### src/rtl/pipe_shifter.sv
// Pipelined barrel shifter: one 2^k shift/rotate step per stage, global stall,
// sideband tag and illegal-op flag carried alongside each operation.
module pipe_shifter #(
    parameter int WIDTH = 32,
    parameter int TAG_W = 4,
    localparam int SHW = $clog2(WIDTH)
) (
    input  logic             clk,
    input  logic             rst_n,
    input  logic             in_valid,
    output logic             in_ready,
    input  logic [WIDTH-1:0] in_data,
    input  logic [SHW-1:0]   in_shamt,
    input  logic [2:0]       in_op,
    input  logic [TAG_W-1:0] in_tag,
    output logic             out_valid,
    input  logic             out_ready,
    output logic [WIDTH-1:0] out_data,
    output logic             out_carry,
    output logic             out_zero,
    output logic             out_illegal,
    output logic [TAG_W-1:0] out_tag
);

    typedef enum logic [2:0] {
        OP_SLL = 3'b000,
        OP_SRL = 3'b001,
        OP_SRA = 3'b010,
        OP_SLA = 3'b011,
        OP_ROL = 3'b100,
        OP_ROR = 3'b101
    } op_e;

    logic [WIDTH-1:0] data_q    [SHW];
    logic [WIDTH-1:0] data_d    [SHW];
    logic             carry_q   [SHW];
    logic             carry_d   [SHW];
    logic             valid_q   [SHW];
    logic             valid_d   [SHW];
    logic             illegal_q [SHW];
    logic             illegal_d [SHW];
    logic [2:0]       op_q      [SHW];
    logic [2:0]       op_d      [SHW];
    logic [SHW-1:0]   shamt_q   [SHW];
    logic [SHW-1:0]   shamt_d   [SHW];
    logic [TAG_W-1:0] tag_q     [SHW];
    logic [TAG_W-1:0] tag_d     [SHW];
    logic             zero_q;
    logic             zero_d;
    logic             stall;

    // Carry is the edge bit seen by the highest enabled stage; with stages applied
    // in ascending order this is original bit WIDTH-s (left) or s-1 (right).
    function automatic logic [WIDTH:0] shift_stage(
        input logic [WIDTH-1:0] x,
        input logic [2:0]       op,
        input logic             en,
        input int unsigned      k,
        input logic             cin
    );
        int unsigned             a;
        logic [SHW-1:0]          hi_i;
        logic [SHW-1:0]          lo_i;
        logic signed [WIDTH-1:0] xs;
        logic [WIDTH:0]          r;
        a    = 32'd1 << k;
        hi_i = SHW'(WIDTH - a);
        lo_i = SHW'(a - 1);
        xs   = x;
        r    = {cin, x};
        if (en) begin
            case (op)
                OP_SLL, OP_SLA: r = {x[hi_i], x << a};
                OP_SRL:         r = {x[lo_i], x >> a};
                OP_SRA:         r = {x[lo_i], xs >>> a};
                OP_ROL:         r = {x[hi_i], (x << a) | (x >> (WIDTH - a))};
                OP_ROR:         r = {x[lo_i], (x >> a) | (x << (WIDTH - a))};
                default:        r = {cin, x};
            endcase
        end
        return r;
    endfunction

    assign stall    = valid_q[SHW-1] & ~out_ready;
    assign in_ready = ~stall;

    always_comb begin
        valid_d[0]   = in_valid;
        op_d[0]      = in_op;
        shamt_d[0]   = in_shamt;
        tag_d[0]     = in_tag;
        illegal_d[0] = in_op[2] & in_op[1];
        {carry_d[0], data_d[0]} = shift_stage(in_data, in_op, in_shamt[0], 0, 1'b0);
        for (int unsigned k = 1; k < SHW; k++) begin
            valid_d[k]   = valid_q[k-1];
            op_d[k]      = op_q[k-1];
            shamt_d[k]   = shamt_q[k-1];
            tag_d[k]     = tag_q[k-1];
            illegal_d[k] = illegal_q[k-1];
            {carry_d[k], data_d[k]} = shift_stage(data_q[k-1], op_q[k-1],
                                                  shamt_q[k-1][k], k, carry_q[k-1]);
        end
        zero_d = (data_d[SHW-1] == '0);
    end

    always_ff @(posedge clk or negedge rst_n) begin
        if (!rst_n) begin
            for (int unsigned k = 0; k < SHW; k++) begin
                data_q[k]    <= '0;
                carry_q[k]   <= 1'b0;
                valid_q[k]   <= 1'b0;
                illegal_q[k] <= 1'b0;
                op_q[k]      <= '0;
                shamt_q[k]   <= '0;
                tag_q[k]     <= '0;
            end
            zero_q <= 1'b0;
        end else if (!stall) begin
            for (int unsigned k = 0; k < SHW; k++) begin
                data_q[k]    <= data_d[k];
                carry_q[k]   <= carry_d[k];
                valid_q[k]   <= valid_d[k];
                illegal_q[k] <= illegal_d[k];
                op_q[k]      <= op_d[k];
                shamt_q[k]   <= shamt_d[k];
                tag_q[k]     <= tag_d[k];
            end
            zero_q <= zero_d;
        end
    end

    assign out_valid   = valid_q[SHW-1];
    assign out_data    = data_q[SHW-1];
    assign out_carry   = carry_q[SHW-1];
    assign out_zero    = zero_q;
    assign out_illegal = illegal_q[SHW-1];
    assign out_tag     = tag_q[SHW-1];

endmodule

### config.mk
export PLATFORM = sky130hd
export DESIGN_NAME = pipe_shifter
export DESIGN_NICKNAME = d
export VERILOG_FILES = /design/src/rtl/pipe_shifter.sv
export SDC_FILE = /design/constraint.sdc
export NUM_CORES = 1
export LEC_CHECK = 0
export CELL_PAD_IN_SITES_DETAIL_PLACEMENT = 1
export CELL_PAD_IN_SITES_GLOBAL_PLACEMENT = 1
export CORE_ASPECT_RATIO = 0.6
export CORE_MARGIN = 2
export CORE_UTILIZATION = 47
export CTS_BUF_LIST = sky130_fd_sc_hd__clkbuf_4
export DETAILED_ROUTE_END_ITERATION = 7
export PLACE_DENSITY_LB_ADDON = 0.3
export SLEW_MARGIN = 20
export SYNTH_ARGS = -nofsm -noshare
export SYNTH_HDL_FRONTEND = slang
export SYNTH_SLANG_ARGS = --single-unit
### constraint.sdc
create_clock -name clk -period 2.4 [get_ports clk]
set_input_delay 0.72 -clock clk [delete_from_list [all_inputs] [get_ports clk]]
set_output_delay 0.72 -clock clk [all_outputs]
set_load 0.005 [all_outputs]
==> results.py, run 1 <==
metrics = {
    "run_status": {
        "status": "completed",
    },
    "floorplan": {
        "rows": 44,
        "start_util": 0.483,
        "die_area_sq_um": 26400,
        "pin_count": 89,
        "coreArea_sq_um": 24400,
        "dieHeight_um": 127,
        "die_x_um": 208,
    },
    "place": {
        "place.gp.congestion": 0.934,
        "port_buffers": 88,
        "place_hpwl_um": 28500,
        "dp_cells": 1708,
    },
    "timing": {
        "min_period_over_period": 0.987,
        "layout_min_cycle_time_ps": 2370,
        "fmax_mhz": 422,
        "fin_skew_ps": 42.4,
        "relSlewSlack": 0.340,
        "hold_slack_ps": 466,
        "slew_violations": 0,
        "setup_viol": 0,
        "tightest_slew_ps": 990,
        "hold_viol": 0,
        "setup-tns-final_ps": 0,
    },
    "yosys": {
        "ys_top_cells_by_area": "dfrtp_1 (46%), nand2_1 (8.1%), a221oi_1 (5.4%), o21ai_0 (5.1%), nor2_1 (5.1%)",
        "synth_top_area_share": 0.463,
        "synth_edf_count": 0,
        "synth_fp_nets": 1410,
        "ys_seq_area_frac": 0.463,
        "synth_most_common_cell": "nand2_1",
        "netlist_top_cells_count": "nand2_1 (254), dfrtp_1 (218), nor2_1 (161), o21ai_0 (121), clkbuf_1 (73)",
        "ys.flop_type": "dfrtp_1",
        "ys_warn_count": 0,
        "syn_inst": 1362,
        "async_flop_share": 1.00,
        "ys_seq_elements": 218,
        "synth.distinct_cells": 55,
        "synth_top_area_cell": "dfrtp_1",
        "syn-cell-area_sq_um": 11800,
        "syn_area_per_cell_sq_um": 8.65,
    },
    "setup_path": {
        "arrival_ps": 1650,
        "crit_fanout": 2,
        "required_ps": 1680,
        "cp-start-kind": "register",
        "path_class": "reg -> out",
        "cp-end-kind": "primary output",
        "cp_top_family": "buffers and inverters",
        "crit_slowest_cell": "clkdlybuf4s50_1",
        "worst-path-buf-inv": 1,
        "path_cells": "clkdlybuf4s50_1",
        "worst_path_largest_cell_delay_ps": 530,
    },
    "run": {
        "drv_cap": 0,
    },
    "global_route": {
        "grt_antenna_before_repair": 1,
        "grt_pass1_vias": 11736,
        "grt_overflow": 0,
        "grt_pass1_wl_um": 66200,
        "grt_start_max_net_pins": 159,
        "grt_usage": 0.316,
    },
    "clock_tree": {
        "cts_max_level": 2,
        "cts_buffer_depth": 3,
        "cts.clk_slew.worst_paths_ps": 80,
        "clk_latency_ps": 710,
        "cts_sinks": 218,
        "cts-root-buf": "clkbuf_4",
        "numCtsBuffers": 53,
        "cts_tree": "yes",
    },
    "layout": {
        "area_delta_synth_final_pct": 16.8,
        "layout-drive-gt1-share": 0.129,
        "finalNetCount": 1493,
        "seq_area_sq_um": 5460,
        "fillers": 2871,
        "multi_input_area_sq_um": 5550,
        "post_layout_nonfiller_instances": 1799,
    },
    "routing": {
        "drt_iter0_drc": 1283,
        "wl_per_cell_um": 22.8,
        "vias": 11664,
        "dr.pass1.iters": 5,
        "vias_per_cell": 6.48,
        "drc": 0,
        "drt-total-wl_um": 41100,
        "antenna_left": 0,
    },
    "power_and_ir_drop": {
        "p_per_area_nw_per_um2": 1500,
        "ir_drop_mv": 0.546,
        "leakagePower_nw": 5.94,
    },
    "min_path": {
        "hp-class": "reg -> reg",
    },
}
registers in the layout, summed over array words and instances, names as in the netlist:
signal       cells
illegal_d        4
valid_d          4
shamt_d         10
carry_q          4
out_tag          4
out_valid        1
out_illegal      1
tag_d           16
out_carry        1
op_d            12
data_q         128
out_data        32
out_zero         1
metrics by stage:
step                       util  setup slack (ps)  instance area, sq um  total power [mW]
after floorplan               -               207                 11800              13.4
after global placement    0.537              -229                 13100              16.6
after detailed placement  0.537              -239                 13100              17.2
after CTS                 0.563              22.1                 13700              20.4
after global routing      0.564             -28.1                 13800              22.1
final                     0.564              31.7                 13800              20.7
timing repair:
item	CTS	global route
endpoints found under the setup margin	2	6
gates resized for setup	3	4
hold buffers	1	0
buffers inserted	1	2
endpoints found under the hold margin	48	0
layout make-up:
cell class,count,area share
Multi-Input combinational cell,986,0.403
Sequential cell,218,0.396
Timing Repair Buffer,177,0.123
Clock buffer,81,0.0442
Tap cell,322,0.0293
Inverter,9,0.00264
Clock inverter,5,0.00136
Antenna cell,1,0.000182
report_power, final:
group          leakage (nW)  total [mW]  switching (mW)  internal [mW]
clock network         0.383        3.08            1.57           1.51
logic                  2.91        9.95            5.79           4.15
registers              2.64        7.67            2.30           5.37
placed cells by master (no fill, tap or decap), types with 3 or more instances in the layout:
| cell | Yosys | final |
|---|---|---|
| a211oi_1 | 16 | 16 |
| a21o_1 | 4 | 4 |
| a21oi_1 | 67 | 67 |
| a221o_1 | 38 | 38 |
| a221oi_1 | 72 | 72 |
| a222oi_1 | 3 | 3 |
| a22o_1 | 48 | 48 |
| a22oi_1 | 57 | 57 |
| a311oi_1 | 9 | 9 |
| and2_1 | 3 | 3 |
| buf_12 | 0 | 10 |
| buf_4 | 32 | 78 |
| clkbuf_4 | 0 | 81 |
| clkdlybuf4s50_1 | 0 | 80 |
| clkinv_1 | 0 | 4 |
| dfrtp_1 | 218 | 218 |
| dlygate4sd2_1 | 0 | 3 |
| dlymetal6s2s_1 | 0 | 4 |
| inv_1 | 5 | 5 |
| inv_2 | 4 | 4 |
| nand2_1 | 254 | 254 |
| nand2b_1 | 4 | 4 |
| nand3_1 | 3 | 3 |
| nand4_1 | 3 | 3 |
| nor2_1 | 161 | 160 |
| nor2_2 | 2 | 3 |
| nor2b_1 | 24 | 23 |
| nor3_1 | 11 | 11 |
| o211ai_1 | 4 | 4 |
| o21ai_0 | 121 | 120 |
| o21ai_1 | 31 | 31 |
| o22ai_1 | 11 | 11 |
| o31ai_1 | 14 | 14 |
logic make-up after synthesis:
logic type,share of synthesized area
xor+xnor,0.00212
mux,0.00181
flops,0.463
buf+inv,0.0671
simple gates,0.167
compound gates,0.299
routing by layer:
| layer | vias up | wire (um) | track usage |
|---|---|---|---|
| met5 | - | 0 | 0 |
| met4 | 0 | 729 | 0.0821 |
| met3 | 79 | 4520 | 0.0951 |
| met2 | 555 | 17000 | 0.440 |
| met1 | 5898 | 18800 | 0.475 |
| li1 | 5132 | - | - |
path summary, 6_finish.rpt:
check / startpoint / end / slack (ps) / cells past startpoint
max: out_data[18]$_DFFE_PN0N_ / out_data[18] / 30 / 1
min: tag_d[10]$_DFFE_PN0N_ / tag_d[6]$_DFFE_PN0N_ / 470 / 2
max reg2reg: op_d[2]$_DFFE_PN0N_ / out_zero$_DFFE_PN0N_ / 140 / 6
min reg2reg: tag_d[10]$_DFFE_PN0N_ / tag_d[6]$_DFFE_PN0N_ / 470 / 2
max in group asynchronous: rst_n / out_data[1]$_DFFE_PN0N_ / 1150 / 3
min in group asynchronous: rst_n / data_q[149]$_DFFE_PN0N_ / 550 / 2
Power figures use the tool's default switching activity.
==> run 2, diff against run 1 <==
- HOLD_SLACK_MARGIN: not set -> 0.08
==> results of run 2 <==
The final DEF is identical to that of run 1; final timing and power are the same.
==> run 3, diff against run 2 <==
- ABC_AREA: not set -> 1
- CORE_UTILIZATION: 47 -> 45
==> run 3 against run 2 <==
Critical path depth did not move. Clock-buffer cell count fell by 3. Clock skew rose by 2.3 ps. Synthesized cell count rose by 8.1%. Sequential cell count did not move. First-iteration DRC count fell by 1.2%. Final cell count rose by 4.4%. Sequential share of layout area rose by 2.0 points. Critical endpoint is now out_carry.
==> results.py, run 3 <==
metrics = {
    "run_status": {
        "status": "completed",
    },
    "clock_tree": {
        "numCtsBuffers": 54,
        "cts_buffer_depth": 3,
        "cts.clk_slew.worst_paths_ps": 70,
        "cts_tree": "yes",
        "clk_latency_ps": 720,
        "cts-root-buf": "clkbuf_4",
        "cts_max_level": 2,
        "cts_sinks": 218,
    },
    "yosys": {
        "synth_most_common_cell": "nand2_1",
        "synth_top_area_cell": "dfrtp_1",
        "syn-cell-area_sq_um": 11500,
        "async_flop_share": 1.00,
        "synth_top_area_share": 0.475,
        "syn_inst": 1472,
        "synth.distinct_cells": 32,
        "synth_fp_nets": 1520,
        "ys.flop_type": "dfrtp_1",
        "ys_warn_count": 0,
        "syn_area_per_cell_sq_um": 7.80,
        "synth_edf_count": 0,
        "netlist_top_cells_count": "nand2_1 (362), dfrtp_1 (218), inv_1 (189), o21ai_0 (169), o22ai_1 (108)",
        "ys_seq_area_frac": 0.475,
        "ys_seq_elements": 218,
        "ys_top_cells_by_area": "dfrtp_1 (47%), nand2_1 (12%), o21ai_0 (7.4%), inv_1 (6.2%), o22ai_1 (5.9%)",
    },
    "routing": {
        "dr.pass1.iters": 5,
        "vias": 10847,
        "vias_per_cell": 5.77,
        "wl_per_cell_um": 19.4,
        "drt-total-wl_um": 36500,
        "antenna_left": 0,
        "drt_iter0_drc": 1268,
        "drc": 0,
    },
    "timing": {
        "layout_setup_ws_ps": 84.1,
        "hold_viol": 0,
        "layout_min_cycle_time_ps": 2320,
        "fmax_mhz": 432,
        "fin_skew_ps": 44.7,
        "hold_slack_ps": 453,
        "tightest_slew_ps": 786,
        "relSlewSlack": 0.475,
        "rsz0062_at_grt": "no",
        "slew_violations": 0,
        "setup_viol": 0,
        "min_period_over_period": 0.965,
    },
    "layout": {
        "layout-drive-gt1-share": 0.0846,
        "final_cell_mix": "nand2_1 (362), dfrtp_1 (218), inv_1 (187)",
        "utilization": 0.521,
        "layout_commonest_cell": "nand2_1",
        "area_delta_synth_final_pct": 14.2,
        "finalNetCount": 1567,
        "post_layout_nonfiller_instances": 1879,
        "fillers": 3111,
        "largest_reg_flops": 128,
        "regMostFlops": "data_q",
        "fin_area_sq_um": 13100,
    },
    "setup_path": {
        "cp-start-kind": "register",
        "path_cells": "clkdlybuf4s50_1",
        "crit_fanout": 2,
        "worst_path_largest_cell_delay_ps": 530,
        "worst-path-buf-inv": 1,
        "rrSetupSlack_ps": 300,
        "required_ps": 1680,
        "cp-end-kind": "primary output",
        "arrival_ps": 1600,
        "cp_top_family": "buffers and inverters",
        "path_class": "reg -> out",
        "crit_slowest_cell": "clkdlybuf4s50_1",
    },
    "global_route": {
        "grt_pass1_vias": 10955,
        "grt_antenna_before_repair": 1,
        "grt_pass1_wl_um": 59200,
        "grt_usage": 0.277,
        "grt_overflow": 0,
        "grt_start_max_net_pins": 137,
    },
    "place": {
        "preCtsSetupSlack_ps": -132,
        "place.gp.congestion": 0.850,
        "dp_cells": 1791,
        "placed_area_sq_um": 12500,
        "port_buffers": 88,
        "place_hpwl_um": 25700,
    },
    "floorplan": {
        "die_x_um": 210,
        "die_area_sq_um": 26900,
        "start_util": 0.456,
        "dieHeight_um": 128,
        "pin_count": 89,
        "coreArea_sq_um": 25200,
        "rows": 45,
    },
    "power_and_ir_drop": {
        "ir_drop_mv": 0.574,
        "p_per_area_nw_per_um2": 1450,
        "leakagePower_nw": 6.21,
    },
    "min_path": {
        "hp-class": "reg -> reg",
    },
    "run": {
        "drv_cap": 0,
    },
}
run 3: changes by cell type in the layout (fill, tap and decap cells not counted), moves of 38 or more:
cell,delta
a221o_1,-38
a221oi_1,-70
a22o_1,-48
buf_4,-55
inv_1,+182
nand2_1,+108
nand3_1,+56
nor2_1,-140
o21ai_0,+49
o22ai_1,+97
run 3: kinds of logic after synthesis:
| logic type | share of synthesized area |
|---|---|
| AOI/OAI and AO/OA | 0.244 |
| and+or+nand+nor | 0.159 |
| buffers and inverters | 0.123 |
| DFF | 0.475 |
run 3: final timing paths:
check	startpoint	end	cells after the start
min in group asynchronous	rst_n	data_q[137]$_DFFE_PN0N_	2
worst max register to register	op_d[10]$_DFFE_PN0N_	data_q[115]$_DFFE_PN0N_	7
worst min-delay path	valid_d[0]$_DFFE_PN0N_	out_valid$_DFFE_PN0N_	2
worst min register to register	valid_d[0]$_DFFE_PN0N_	out_valid$_DFFE_PN0N_	2
max in group asynchronous	rst_n	data_q[48]$_DFFE_PN0N_	3
worst max-delay path	out_carry$_DFFE_PN0N_	out_carry	1
run 3: metal layers:
layer | up-vias | track usage | share of wire
met5 | - | 0 | 0
met4 | 0 | 0.0634 | 0.012
met3 | 46 | 0.0588 | 0.071
met2 | 343 | 0.399 | 0.43
met1 | 5428 | 0.425 | 0.49
li1 | 5030 | - | -
run 3: area by class of cell:
cell class | instances | area (sq um) | area share
Clock buffer | 78 | 586 | 0.0447
Clock inverter | 8 | 31.3 | 0.00239
Inverter | 195 | 734 | 0.0560
Timing Repair Buffer | 122 | 1260 | 0.0963
Tap cell | 329 | 412 | 0.0314
Multi-Input combinational cell | 928 | 4630 | 0.353
Antenna cell | 1 | 2.50 | 0.000191
Sequential cell | 218 | 5460 | 0.416
run 3: stage by stage:
step / TNS, ps / total power [mW]
6_report: 0 / 19.0
5_1_grt: 0 / 20.5
4_1_cts: 0 / 18.9
3_5_place_dp: -653 / 15.8
3_3_place_gp: -148 / 15.3
2_1_floorplan: 0 / 12.6
run 3: repair_timing:
action,4_1_cts,5_1_grt
hold buffers,1,0
endpoints found under the setup margin,4,0
resized for setup,6,0
buffers inserted,0,0
hold endpoints to repair,42,0
run 3: report_power, final:
part           leakage (nW)  internal (mW)  total (mW)  switching, mW
logic                  3.19           3.27        9.52           6.25
registers              2.64           5.39        6.44           1.06
clock network         0.376           1.47        3.02           1.55
total                  6.21           10.1        19.0           8.86
